File: src/rtl/fork_join_pkg.sv
// rtl/fork_join_pkg.sv - shared types and defaults for the fork/join timer
package fork_join_pkg;

    localparam int NUM_THREADS_DEF = 3;
    localparam int CNT_W_DEF       = 8;

    typedef enum logic [1:0] {
        JOIN_ALL  = 2'd0,
        JOIN_ANY  = 2'd1,
        JOIN_NONE = 2'd2
    } join_mode_e;

    typedef enum logic {
        IDLE = 1'b0,
        RUN  = 1'b1
    } fj_state_e;

    // The reserved encoding behaves as JOIN_ALL.
    function automatic join_mode_e decode_mode(input logic [1:0] m);
        return (m == 2'd3) ? JOIN_ALL : join_mode_e'(m);
    endfunction

endpackage

File: src/rtl/thread_counter.sv
// rtl/thread_counter.sv - one posedge down-counter with sticky done and fin pulse
module thread_counter #(
    parameter int CNT_W = 8
) (
    input  logic             clock,
    input  logic             rst_n,
    input  logic             load,
    input  logic [CNT_W-1:0] load_val,
    input  logic             kill,
    output logic [CNT_W-1:0] cnt,
    output logic             done,
    output logic             fin,
    output logic             done_next
);

    logic fin_next;

    // done_next is exported so the parent can judge the join on post-edge flags.
    always_comb begin
        done_next = done;
        fin_next  = 1'b0;
        if (load) begin
            done_next = (load_val == '0);
            fin_next  = (load_val == '0);
        end else if (!kill && cnt == CNT_W'(1)) begin
            done_next = 1'b1;
            fin_next  = 1'b1;
        end
    end

    always_ff @(posedge clock or negedge rst_n) begin
        if (!rst_n) begin
            cnt  <= '0;
            done <= 1'b0;
            fin  <= 1'b0;
        end else begin
            done <= done_next;
            fin  <= fin_next;
            if (load)
                cnt <= load_val;
            else if (kill)
                cnt <= '0;
            else if (cnt != '0)
                cnt <= cnt - CNT_W'(1);
        end
    end

endmodule

File: src/rtl/fork_join_timer.sv
// rtl/fork_join_timer.sv - parallel delay counters with all/any/none join and kill
module fork_join_timer
    import fork_join_pkg::*;
#(
    parameter int NUM_THREADS = NUM_THREADS_DEF,
    parameter int CNT_W       = CNT_W_DEF
) (
    input  logic                         clock,
    input  logic                         rst_n,
    input  logic                         start,
    input  logic [1:0]                   mode,
    input  logic [NUM_THREADS*CNT_W-1:0] delay,
    input  logic                         kill,
    output logic                         busy,
    output logic [NUM_THREADS-1:0]       thread_done,
    output logic [NUM_THREADS-1:0]       thread_fin,
    output logic                         join_done,
    output logic                         killed
);

    fj_state_e              state, state_nxt;
    join_mode_e             mode_q;
    logic                   joined;
    logic [CNT_W-1:0]       cnt [NUM_THREADS];
    logic [NUM_THREADS-1:0] done_next;
    logic [NUM_THREADS-1:0] run_left;
    logic [NUM_THREADS-1:0] lane_nz;
    logic                   accept, final_edge, kill_eff, join_now;

    function automatic logic join_met(input join_mode_e m, input logic [NUM_THREADS-1:0] d);
        case (m)
            JOIN_ANY:  return |d;
            JOIN_NONE: return 1'b1;
            default:   return &d;
        endcase
    endfunction

    assign accept     = (state == IDLE) && start;
    // Final edge: every counter still running is about to hit zero.
    assign final_edge = (state == RUN) && (run_left == '0);
    assign kill_eff   = (state == RUN) && kill && !final_edge;
    assign busy       = (state == RUN);

    for (genvar i = 0; i < NUM_THREADS; i++) begin : g_thr
        thread_counter #(.CNT_W(CNT_W)) u_cnt (
            .clock     (clock),
            .rst_n     (rst_n),
            .load      (accept),
            .load_val  (delay[i*CNT_W +: CNT_W]),
            .kill      (kill_eff),
            .cnt       (cnt[i]),
            .done      (thread_done[i]),
            .fin       (thread_fin[i]),
            .done_next (done_next[i])
        );
        assign run_left[i] = (cnt[i] > CNT_W'(1));
        assign lane_nz[i]  = (delay[i*CNT_W +: CNT_W] != '0);
    end

    always_comb begin
        state_nxt = state;
        join_now  = 1'b0;
        case (state)
            IDLE: begin
                if (accept) begin
                    join_now = join_met(decode_mode(mode), done_next);
                    if (lane_nz != '0)
                        state_nxt = RUN;
                end
            end
            RUN: begin
                join_now = !kill_eff && !joined && join_met(mode_q, done_next);
                if (final_edge || kill_eff)
                    state_nxt = IDLE;
            end
            default: state_nxt = IDLE;
        endcase
    end

    always_ff @(posedge clock or negedge rst_n) begin
        if (!rst_n) begin
            state     <= IDLE;
            mode_q    <= JOIN_ALL;
            joined    <= 1'b0;
            join_done <= 1'b0;
            killed    <= 1'b0;
        end else begin
            state     <= state_nxt;
            join_done <= join_now;
            killed    <= kill_eff;
            if (accept) begin
                mode_q <= decode_mode(mode);
                joined <= join_now;
            end else begin
                joined <= joined | join_now;
            end
        end
    end

endmodule

File: config.mk
export PLATFORM = sky130hd
export DESIGN_NAME = fork_join_timer
export DESIGN_NICKNAME = d
export VERILOG_FILES = /design/src/rtl/fork_join_pkg.sv /design/src/rtl/thread_counter.sv /design/src/rtl/fork_join_timer.sv
export SDC_FILE = /design/constraint.sdc
export NUM_CORES = 1
export LEC_CHECK = 0
export BUFFER_PORTS_ARGS = -buffer_cell sky130_fd_sc_hd__buf_2
export CORE_UTILIZATION = 50
export DETAILED_ROUTE_END_ITERATION = 10
export HOLD_SLACK_MARGIN = 0.06
export MAX_ROUTING_LAYER = met4
export PLACE_DENSITY_LB_ADDON = 0.08
export SLEW_MARGIN = 30
export SYNTH_ARGS = -nofsm -noshare
export SYNTH_HDL_FRONTEND = slang
export SYNTH_SLANG_ARGS = --single-unit
File: constraint.sdc
create_clock -name clock -period 6.4 [get_ports clock]
set_input_delay 0.32 -clock clock [delete_from_list [all_inputs] [get_ports clock]]
set_output_delay 0.32 -clock clock [all_outputs]
set_load 0.05 [all_outputs]
* Word level (Yosys, flattened, before mapping)
Cells that the tools add are included.
Word-level totals: flip-flop bits (word level) 36, input port bits 30, output and inout port bits 9, word-level logic and storage cells 91
Cells by class: add/sub/neg operators 3, $lt $le $gt $ge 3, equality and inequality tests 8, muxes and demuxes 32, bitwise operators 2, reduce and logical (&&, ||, !) cells 29
Operators with widths (number):
- 8-bit 2-to-1 mux | 9
- 8-bit nonzero test | 6
- 8-bit by 1-bit equality test with 1-bit output (second input constant) | 3
- 8-bit by 1-bit > comparator with 1-bit output (second input constant) | 3
- 8-bit zero test | 3
- 8-bit by 1-bit subtractor with 8-bit output (second input constant) | 3
- 1-bit 2-to-1 mux | 18
- 3-bit nonzero test | 4
- 1-bit logical AND | 9
- 1-bit case mux with 2 select lines | 4
- 2-bit equality test (second input constant) | 3
- 2-bit by 1-bit equality test with 1-bit output (second input constant) | 2
- 1-bit zero test | 3
- 3-bit zero test | 1
- 3-bit AND reduction | 1
- 3-bit OR reduction | 1
- 2-bit 2-to-1 mux | 1
- 1-bit logical OR | 1
- 1-bit inverter | 1
- 1-bit bitwise OR | 1

* Logic depth before layout (Yosys ltp)
depth after elaboration 16, mapped depth 9, gate-level depth less buffers 9

* Modules after synthesis
Synthesis repeated with hierarchy kept, for this count alone.
Second synthesis, totals: cell total of the unflattened synthesis 258, area, all modules 2309.7 sq um
By module, submodules not included:
- thread_counter | times used 3, cells an instance 68, area an instance 615.6 sq um, seq. area each 250.2 sq um
- fork_join_timer | times used 1, cells an instance 54, area an instance 462.9 sq um, seq. area each 150.1 sq um

* Worst setup path after synthesis
Ideal clock, no wire load.
path kind register to register, start register g_thr[2].u_cnt.cnt[0], end register joined, setup time 132 ps, arrival time 1973 ps, required time 6268 ps, slack 4295 ps, cell stages (with the launch flop) 10, path buffers 0, clock period less this slack 2105 ps, cell sequence dfrtp_1 > inv_1 > ha_1 > o22a_1 > o21ai_1 > o31ai_1 > a221oi_2 > nand4_1 > a22oi_1 > nand3_1
Between the ends: cells in the longest elaborated chain, start to end 16, elaborated cells between the ends (all ways) 27, classes of those cells order compare: 1; eq/ne: 1; mux: 12; bitwise: 1; reduce/logical: 12
Ends and longest elaborated chain:
- start: declaration | line thread_counter.sv:10 | output logic [CNT_W-1:0] cnt,
- start signal: assignment | line thread_counter.sv:40 | cnt <= load_val;
- start signal: assignment | line thread_counter.sv:44 | cnt <= cnt - CNT_W'(1);
- 8-bit by 1-bit > comparator with 1-bit output | line fork_join_timer.sv:56 | assign run_left[i] = (cnt[i] > CNT_W'(1));
- 3-bit zero test | line fork_join_timer.sv:40 | assign final_edge = (state == RUN) && (run_left == '0);
- 1-bit logical AND | line fork_join_timer.sv:40
- 1-bit zero test | line fork_join_timer.sv:41 | assign kill_eff = (state == RUN) && kill && !final_edge;
- 1-bit logical AND | line fork_join_timer.sv:41
- 1-bit zero test | line thread_counter.sv:25, fork_join_timer.sv:72
- 1-bit logical AND | line thread_counter.sv:25 | end else if (!kill && cnt == CNT_W'(1)) begin
- 1-bit 2-to-1 mux | line thread_counter.sv:25
- 1-bit 2-to-1 mux | line thread_counter.sv:22 | if (load) begin
- 3-bit AND reduction / 3-bit OR reduction (equally long branches) | line fork_join_timer.sv:34, fork_join_timer.sv:32
- 1-bit case mux with 2 select lines | line fork_join_timer.sv:31 | case (m)
- 1-bit 2-to-1 mux | line fork_join_timer.sv:63 | case (state)
- 1-bit logical AND | line fork_join_timer.sv:72 | join_now = !kill_eff && !joined && join_met(mode_q, done_next);
- 1-bit case mux with 2 select lines (*) | line fork_join_timer.sv:63
- 1-bit bitwise OR | line fork_join_timer.sv:95 | joined <= joined | join_now;
- 1-bit 2-to-1 mux (*) | line fork_join_timer.sv:91 | if (accept) begin
- end signal: assignment | line fork_join_timer.sv:93 | joined <= join_now;
- end signal: assignment | line fork_join_timer.sv:95
- end: declaration | line fork_join_timer.sv:23 | logic joined;
Mark *: on every way between the ends. The rest lies on a longest branch, timed or not. The select of a mux whose other input is x is not followed. A chain may end at the register's enable or synchronous reset.

* Final worst setup path
Ends and elaborated chain as after synthesis.

==> metrics.txt <==
status=finished, violations left; failing checks=DRC; top_reg_cell synth=dfrtp_1; Clock Sinks=36; Hold WC Path Type=primary input to asynchronous set/reset pin; min Tclk post-route=2.41 ns; Final GP Congestion=0.811; Leakage Power=roughly 1.2 nW; synthesized cell area=2350 um^2; CTS Buf Count=5; Rel. slew slack=0.470; Synth top area share=0.384; Psw=468 uW; Clk pwr share=0.132; I/O pin count=39; Clk pin slew, worst setup/hold paths=0.07 ns; chip height=between 70 and 80 um; Logic pwr share=0.478; post-layout util=0.589; leading post-synthesis cells by cell area=dfrtp_1 38%, nand2_1 7.8%, ha_1 7.5%; Via density=5.38; Layout area overhead=11.5%; ant diodes=0; max_cap viols=0; HPWL Detailed=3.63 mm; Switching Fraction=0.440; crit path DAT=2.57 ns; CP Class=flip-flop to flip-flop; Worst-Skew Late Latency=0.27 ns; Achievable Freq=~0.41 GHz; initial antenna violation count=0; floorplan row count=24; All-Layer GR Usage=0.218; H-tree depth=2; pwr dens=406 nW/um^2; RSZ-0062 raised after global routing=false; WL final=4.75 mm; Final ANT Viol Nets=0; ratio of cells with drive above 1 in the final layout=0.250; cell with the most instances after synthesis=nand2_1; fin nets=330; Post-synth EDFFs=0; final count of hold timing violations=0; CTS Root Buffer Type=clkbuf_8; global-route wire length before repair=8.22 mm; CTS Hold Buffers Added=0; Syn Inst Count=approximately 250; peak supply drop=0.187 mV; PortBufs=38; post-synthesis cell type count=44; drt wl/cell=14.1 um; Pint=596 uW; FF+latch count, synth=36; Setup Total Neg Slack=0 ns; 1st-pass router iterations=7; post-CTS resize count=0; crit start category=flip-flop; # setup viols final=0; # DRC=4; vias in the first global route=roughly 1800; required time of the worst setup path=6.55 ns; sequential area share after synthesis=0.384; crit end category=flip-flop; critical-path cell list=inv_1 -> ha_1 -> o22a_1 -> o21ai_1 -> o31ai_1 -> a221oi_2 -> nand4_1 -> a22oi_1 -> nand3_1; DR iter-0 viols=about 110; post-synthesis async set-or-reset flop share=1.00; via count=1809; Max Transition Viols Final=0; Post-CTS Setup Bufs=0; share of power burned in registers=0.390; pin count of the biggest net entering global routing=38; warnings from Yosys=0; syn nets=295; Post-Syn Area per Cell=9.36 um^2; crit-path max FO=5; Slew @ Worst Pin=0.795 ns; Final period util=0.377; cell taking the most area after synthesis=dfrtp_1; top post-synthesis cells by count=49 x nand2_1, 36 x dfrtp_1, 15 x o21ai_2, 14 x ha_1; clock skew=0.00352 ns; initial core utilization=0.528; CTS tree=yes; Die W=70.5 um; CTS max path bufs=2; Worst path slowest cell=dfrtp_1; die footprint=4980 um^2; max incr delay on CP=0.44 ns; grt total ovfl=0; Core Region=roughly 4400 um^2
cell usage in the layout, fill, tap and decap left out, types with 2 or more instances in the layout:
master and n:
o21ai_0 7, xor2_1 7, ha_1 14, a22o_1 2, clkbuf_8 5, a21oi_1 2
nand2_1 49, and3_1 2, nor4_1 7, nor2_1 13, nand2b_1 3, nand3_1 7
nor4_4 3, a31oi_1 3, nand4_1 2, xnor2_1 13, inv_1 13, dfrtp_1 36
o31ai_1 6, o211ai_1 2, nor3b_1 3, o21ai_2 15, buf_2 38, a22oi_1 2
nor3_1 6, o2111ai_1 3, nand2_4 3
metal layers:
layer / global-route usage / part of all wire / vias to the layer above
li1: - / - / 945
met1: 0.296 / 0.51 / 823
met2: 0.339 / 0.44 / 35
met3: 0.0356 / 0.034 / 6
met4: 0.0644 / 0.012 / 0
met5: - / 0 / -
final cells by class:
class	instances	area, um^2
fillers	399	1830
well taps	52	65.1
flip-flops and latches	36	901
multi-input cells	190	1330
inverters	14	55.1
clock buffers	5	68.8
repair buffers	39	198
sequential cells by signal, summed over array words and instances, names as in the netlist:
register	flops
busy	1
g_thr.u_cnt.cnt	24
g_thr.u_cnt.done	3
g_thr.u_cnt.fin	3
join_done	1
joined	1
killed	1
mode_q	2
final timing paths:
kind / from / endpoint / slack, ns / cells after the start
setup / recovery: g_thr[2].u_cnt.cnt[0] / joined / 3.99 / 9
hold / removal: rst_n / g_thr[0].u_cnt.cnt[5] / 0.13 / 1
setup reg to reg: g_thr[2].u_cnt.cnt[0] / joined / 3.99 / 9
hold reg to reg: joined / joined / 0.54 / 2
max in group asynchronous: rst_n / g_thr[1].u_cnt.cnt[0] / 5.78 / 1
min in group clock: delay[9] / g_thr[1].u_cnt.cnt[1] / 0.25 / 3
logic make-up after synthesis:
logic type	after synthesis	synth area share
XOR/XNOR	20	0.0746
flip-flops	36	0.384
buffers and inverters	25	0.0511
AND/OR/NAND/NOR	105	0.245
adder cells (fa/ha/maj)	14	0.0746
AO/OA/AOI/OAI	51	0.172
metrics by stage:
stage	instance area [um^2]	hold WS (ns)	instances	power (mW)	worst slack [ns]
5_1_grt	2620	0.212	336	1.15	3.75
2_1_floorplan	2350	0.0244	251	0.823	4.30
3_5_place_dp	2550	0.453	331	0.926	4.01
6_report	2620	0.130	336	1.06	3.99
4_1_cts	2620	0.156	336	1.07	3.98
3_3_place_gp	2550	0.446	331	0.926	4.11
worst max-delay path, delay by kind of cell, from the launching register on:
kind                       cells  cell delay, ns
buffers and inverters          1            0.09
adders and majority gates      1            0.27
and+or+nand+nor                2            0.24
DFF                            1            0.44
AOI/OAI and AO/OA              5            1.27
power by group through the flow:
stage | sequential (mW) | combinational (mW) | clock, mW
floorplan | 0.405 | 0.418 | 0
global placement | 0.416 | 0.510 | 0
detailed placement | 0.418 | 0.507 | 0
CTS | 0.414 | 0.512 | 0.146
global route | 0.426 | 0.572 | 0.151
finish | 0.415 | 0.508 | 0.140
(Power assumes the default switching activity.)
